===== src/rtl/switch_debounce.sv =====
// Slide-switch conditioner: two-flop synchronizer per bit, a shared sample-tick
// prescaler and per-bit stability counters producing a clean switch vector.
module switch_debounce #(
    parameter int               WIDTH        = 8,
    parameter int               TICK_DIV     = 50000,
    parameter int               STABLE_TICKS = 8,
    parameter logic [WIDTH-1:0] RESET_VALUE  = '0
) (
    input  logic             clk,
    input  logic             reset_n,
    input  logic [WIDTH-1:0] slideswitch,
    output logic [WIDTH-1:0] switches,
    output logic             sw_changed,
    output logic [WIDTH-1:0] changed_mask,
    output logic             settled
);

    localparam int PW = (TICK_DIV > 1) ? $clog2(TICK_DIV) : 1;
    localparam int CW = (STABLE_TICKS > 1) ? $clog2(STABLE_TICKS + 1) : 1;
    localparam logic [PW-1:0] TICK_LAST = PW'(TICK_DIV - 1);
    localparam logic [CW-1:0] CNT_LAST  = CW'(STABLE_TICKS - 1);

    logic [WIDTH-1:0] sync_meta;
    logic [WIDTH-1:0] sync_ff;
    logic [PW-1:0]    pre_count;
    logic             tick;
    logic [CW-1:0]    cnt [WIDTH];
    logic [WIDTH-1:0] update_mask;
    logic [WIDTH-1:0] cnt_busy;

    assign tick    = (pre_count == TICK_LAST);
    assign settled = ~|cnt_busy;

    always_ff @(posedge clk or negedge reset_n) begin
        if (!reset_n) begin
            sync_meta <= RESET_VALUE;
            sync_ff   <= RESET_VALUE;
        end else begin
            sync_meta <= slideswitch;
            sync_ff   <= sync_meta;
        end
    end

    always_ff @(posedge clk or negedge reset_n) begin
        if (!reset_n) begin
            pre_count <= '0;
        end else if (tick) begin
            pre_count <= '0;
        end else begin
            pre_count <= pre_count + PW'(1);
        end
    end

    // A bit is accepted on the tick that would otherwise push its count to STABLE_TICKS.
    always_comb begin
        update_mask = '0;
        cnt_busy    = '0;
        for (int i = 0; i < WIDTH; i++) begin
            cnt_busy[i]    = (cnt[i] != '0);
            update_mask[i] = tick && (sync_ff[i] != switches[i]) && (cnt[i] == CNT_LAST);
        end
    end

    always_ff @(posedge clk or negedge reset_n) begin
        if (!reset_n) begin
            for (int i = 0; i < WIDTH; i++) begin
                cnt[i] <= '0;
            end
        end else if (tick) begin
            for (int i = 0; i < WIDTH; i++) begin
                if (sync_ff[i] == switches[i]) begin
                    cnt[i] <= '0;
                end else if (cnt[i] == CNT_LAST) begin
                    cnt[i] <= '0;
                end else begin
                    cnt[i] <= cnt[i] + CW'(1);
                end
            end
        end
    end

    always_ff @(posedge clk or negedge reset_n) begin
        if (!reset_n) begin
            switches     <= RESET_VALUE;
            sw_changed   <= 1'b0;
            changed_mask <= '0;
        end else begin
            switches     <= (switches & ~update_mask) | (sync_ff & update_mask);
            sw_changed   <= |update_mask;
            changed_mask <= update_mask;
        end
    end

endmodule


===== config.mk =====
export PLATFORM = sky130hd
export DESIGN_NAME = switch_debounce
export DESIGN_NICKNAME = d
export VERILOG_FILES = /design/src/rtl/switch_debounce.sv
export SDC_FILE = /design/constraint.sdc
export NUM_CORES = 1
export LEC_CHECK = 0
export BUFFER_PORTS_ARGS = -buffer_cell sky130_fd_sc_hd__buf_2
export CORE_MARGIN = 2
export CORE_UTILIZATION = 60
export DETAILED_ROUTE_END_ITERATION = 8
export PLACE_DENSITY = 0.85
export SLEW_MARGIN = 20
export SYNTH_ARGS = -nofsm -noshare
export SYNTH_HDL_FRONTEND = slang
export SYNTH_SLANG_ARGS = --single-unit

===== constraint.sdc =====
create_clock -name clk -period 2.3 [get_ports clk]
set_clock_uncertainty 0.05 [all_clocks]
set_input_delay 0.345 -clock clk [delete_from_list [all_inputs] [get_ports clk]]
set_output_delay 0.345 -clock clk [all_outputs]
set_load 0.005 [all_outputs]

Word level (Yosys, flattened, before mapping)
Index checks and enable logic that the tools add are counted. W data, S select, Z words.

Bits in latches: 0. Output and inout port bits: 18. Memories kept: 0. Bits in read-only memories: 0. RAM bits: 0. Input port bits: 10. Register bits after elaboration: 81. Logic and storage cells: 96.

Equality and inequality tests: 25. Order comparisons: 0. Bitwise operators: 4. Multiplexer cells: 17. Reductions and logical operators: 27. $add $sub $neg: 9. Multiply operators: 0. Shifts and indexed selects: 0. Div/mod/pow operators: 0.

Operators with widths (number): $mux W4 (16); $add A4 B1 Y4 const B (8); $eq A4 B3 Y1 const B (8); $reduce_bool A4 Y1 (8); $add A16 B1 Y16 const B (1); $and A8 B8 Y8 (2); $eq A16 B16 Y1 const B (1); $logic_and A1 B1 Y1 (16); $mux W16 (1); $reduce_or A8 Y1 (2); $eq A1 B1 Y1 (8); $ne A1 B1 Y1 (8); $not A8 Y8 (1); $or A8 B8 Y8 (1); $logic_not A1 Y1 (1).

Logic depth before layout (Yosys ltp)
Depth in word-level cells: 6. Depth in mapped cells: 7. Gate-level depth less buffers: 5.

Least setup slack after synthesis
No wires, ideal clock.

Path kind: register to register. Start point: reg pre_count[5]. End point: reg with a tool-made name. Slack: 644 ps. Cell stages (with the launch flop): 6. Buffers on the path: 1. Arrival time: 1481 ps. Setup time: 125 ps. Period minus slack after synthesis: 1656 ps. Required time: 2125 ps. Cells stage by stage: dfrtp_1 > nor4b_2 > and4_4 > buf_12 > nand2_2 > mux2_4.

RTL lines: from (decl) (line 25) `logic [PW-1:0] pre_count;`; from (signal assigned) (line 50) `pre_count <= pre_count + PW'(1);`.

Worst setup path after layout
Start point: reg cnt[20] (netlist bit). End point: out settled.

Cells in the longest elaborated chain, start to end: 3.

RTL lines: from (decl) (line 27) `logic [CW-1:0] cnt [WIDTH];`; from (signal, indexed assignment) (line 76) `cnt[i] <= cnt[i] + CW'(1);`; $reduce_bool A4 Y1 (line 59) `cnt_busy[i] = (cnt[i] != '0);`; $reduce_or A8 Y1 (line 32) `assign settled = ~|cnt_busy;`; $logic_not A1 Y1 (line 32); to (decl) (line 15) `output logic settled`.

No other way between the ends.

==> results.sh <==
export IMPL_finalCritPeriodShare=0.917
export IMPL_ys_ff_latch=81
export IMPL_end_kind="output port"
export IMPL_layout_nets=409
export IMPL_total_power_mw=2.76
export IMPL_die_area_um2=6950
export IMPL_insertion_delay_ps=360
export IMPL_hpwl_um=5180
export IMPL_syn_nets=370
export IMPL_leakagePower_nw=2.10
export IMPL_hold_ws_ps=37.6
export IMPL_min_path_type="in2reg"
export IMPL_grt_pass1_wl_um=12900
export IMPL_clock_sinks=81
export IMPL_synth_edf_count=0
export IMPL_ys_seq_area_frac=0.536
export IMPL_drc_errors=0
export IMPL_synthCells=343
export IMPL_crit_slowest_cell="dfrtp_1"
export IMPL_peakVddDrop_mv=0.484
export IMPL_max_freq_mhz=474
export IMPL_vias=2716
export IMPL_drive_above_1_share=0.191
export IMPL_ys_flop_type="dfrtp_1"
export IMPL_post_cts_buffers=0
export IMPL_area_delta_synth_final_pct=13.2
export IMPL_cts_buffers=9
export IMPL_power_frac_comb=0.024
export IMPL_wl_per_cell_um=16.1
export IMPL_p_seq_frac=0.523
export IMPL_root_buffer="clkbuf_8"
export IMPL_async_flop_share=1.00
export IMPL_grt_usage=0.234
export IMPL_start_util=0.631
export IMPL_clk_pin_slew_worst_paths_ps=80
export IMPL_grt_max_degree=45
export IMPL_cp_max_fo=3
export IMPL_critPathArrivalTime_ps=1720
export IMPL_p_switching_mw=0.560
export IMPL_wl_um=7450
export IMPL_row_count=28
export IMPL_startpoint_type="flop"
export IMPL_port_buffers=27
export IMPL_setup_viol=0
export IMPL_yosys_warnings=0
export IMPL_cp_required_ps=1900
export IMPL_drt_initial_drc_count=151
export IMPL_yosysUniqueCellTypes=41
export IMPL_pwr_density_cell_nw_per_um2=646
export IMPL_outcome="complete, no violations"
export IMPL_crit_chain="inv_1, ha_1, nor4b_1, nand2_1, nor4_1, buf_2"
export IMPL_holdBufCountCts=1
export IMPL_htreeDepth=3
export IMPL_nFillCells=428
export IMPL_die_x_um=83.4
export IMPL_fin_setup_tns_ps=0
export IMPL_path_buf_inv=2
export IMPL_routabilityCongestion=0.806
export IMPL_drv_slew=0
export IMPL_ant_nets=0
export IMPL_grt_pass1_vias=2793
export IMPL_cp_top_family="simple AND/OR/NAND/NOR gates"
export IMPL_boundaryPins=28
export IMPL_hold_violations=0
export IMPL_slew_headroom=0.620
export IMPL_gr_total_overflow=0
export IMPL_syn_area_um2=3780
export IMPL_firstDrtPassIters=4
export IMPL_antenna_found_initial=0
export IMPL_worstSetupPathType="reg2out"
export IMPL_finalCriticalPeriod_ps=2110
export IMPL_die_h_um=83.4
export IMPL_worst_slew_pin_slew_ps=571
export IMPL_cap_viol_max_count=0
export IMPL_clkPwrFrac=0.452
export IMPL_slowest_delay_ps=400
export IMPL_p_int_mw=2.20
export IMPL_p_sw_frac=0.203
export IMPL_clock_path_buffers=2
export IMPL_diodes=0
export IMPL_rsz0062_at_grt="no"
export IMPL_cts_resized_gates=0
export IMPL_synth_avg_cell_area_um2=11.0
export IMPL_cts_tree="built"
export IMPL_vias_per_cell=5.88
export IMPL_core_area_um2=5990
[placed cells by master, fill, tap and decap left out, types with 2 or more instances in the layout]
master,synthesis,final
and3_1,4,4
mux2_4,2,2
buf_2,4,26
nor4_1,4,4
xnor2_1,12,12
mux2_2,5,5
xor2_1,15,15
bufinv_16,0,3
nand3_1,19,19
nand2_1,21,21
nand2_4,5,5
clkbuf_8,0,10
nand2_2,2,2
o22ai_1,8,8
o41ai_2,5,5
nand4_1,9,9
and4bb_2,2,2
ha_1,17,17
nor2_1,29,29
o21ai_1,3,3
buf_4,1,7
nor3_1,3,3
nand2b_1,9,9
o21ai_0,33,33
clkinv_2,0,3
dfrtp_1,81,81
inv_1,16,16
a21oi_1,4,4
nand3b_1,5,5
and4_1,3,3
and2_1,6,6
a31oi_1,3,3
o31ai_1,2,2
[kinds of logic after synthesis]
| family | Yosys count | synth area share |
|---|---|---|
| buffers and inverters | 23 | 0.0295 |
| xor gates and xnor gates | 27 | 0.0626 |
| and+or+nand+nor | 126 | 0.187 |
| muxes | 8 | 0.0255 |
| adders and majority gates | 17 | 0.0563 |
| AOI/OAI and AO/OA | 61 | 0.103 |
| DFF | 81 | 0.536 |
[per-layer routing]
metal | vias to the layer above | global-route usage | share of wire
met5 | - | 0 | 0
met1 | 1376 | 0.287 | 0.43
met2 | 47 | 0.401 | 0.52
met4 | 0 | 0.0879 | 0.016
met3 | 12 | 0.0557 | 0.031
li1 | 1281 | - | -
[final cells by class]
cell class	count	area [um^2]	share of cell area
sequential	81	2030	0.474
inverter	16	60.1	0.0140
tap	75	93.8	0.0219
clock buffer	10	138	0.0322
multi-input combinational	239	1640	0.384
timing repair buffer	35	213	0.0497
clock inverter	6	105	0.0246
[synthesized netlist by cell type (2+ instances only)]
cell	instances	area share
dfrtp_1	81	0.54
o21ai_0	33	0.044
nor2_1	29	0.029
nand2_1	21	0.021
nand3_1	19	0.025
ha_1	17	0.056
inv_1	16	0.016
xor2_1	15	0.035
xnor2_1	12	0.028
nand2b_1	9	0.015
nand4_1	9	0.015
o22ai_1	8	0.013
and2_1	6	0.0099
mux2_2	5	0.015
nand2_4	5	0.015
nand3b_1	5	0.0099
o41ai_2	5	0.022
a21oi_1	4	0.0053
and3_1	4	0.0066
buf_2	4	0.0053
nor4_1	4	0.0066
a31oi_1	3	0.0050
and4_1	3	0.0070
nor3_1	3	0.0040
o21ai_1	3	0.0040
and4bb_2	2	0.0066
mux2_4	2	0.0079
nand2_2	2	0.0033
o31ai_1	2	0.0040
[worst register-to-register path, stage by stage, from the launching register on]
cell and delay (ps):
dfrtp_1 450, nor4b_2 370, and4_4 580, nand2_1 200, o31ai_1 250
[sequential cells by signal (all words and copies together), names as in the netlist, named ones only]
name / cells
pre_count: 16
sync_meta: 8
sw_changed: 1
changed_mask: 8
cnt: 32
sync_ff: 8
[metrics by stage]
stage / util / instance area [um^2] / worst slack (ps) / std cells
2_1_floorplan: - / 3780 / 644 / 343
3_3_place_gp: 0.672 / 4030 / 436 / 445
3_5_place_dp: 0.672 / 4030 / 324 / 445
4_1_cts: 0.714 / 4280 / 145 / 462
5_1_grt: 0.714 / 4280 / 58.9 / 462
6_report: 0.714 / 4280 / 190 / 462
[power groups by stage]
stage                     combinational [mW]  sequential [mW]  clock, mW
after floorplan                       0.0217             1.47          0
after detailed placement              0.0677             1.48          0
after CTS                             0.0696             1.45       1.27
after global placement                0.0658             1.47          0
after global routing                  0.0782             1.45       1.33
final                                 0.0673             1.45       1.25
[worst paths after layout]
kind                            cells after the start                     end  slack, ps                    from
worst max register to register                      4     cnt[12]$_DFFE_PN0N_        300  pre_count[5]$_DFF_PN0_
max in group asynchronous                           3  sync_meta[2]$_DFF_PN0_       1160                 reset_n
worst max-delay path                                6                 settled        190     cnt[20]$_DFFE_PN0N_
worst min-delay path                                1  sync_meta[5]$_DFF_PN0_         40          slideswitch[5]
min in group asynchronous                           2      cnt[7]$_DFFE_PN0N_        470                 reset_n
worst min register to register                      0    sync_ff[1]$_DFF_PN0_        310  sync_meta[1]$_DFF_PN0_
(Power assumes the default switching activity.)
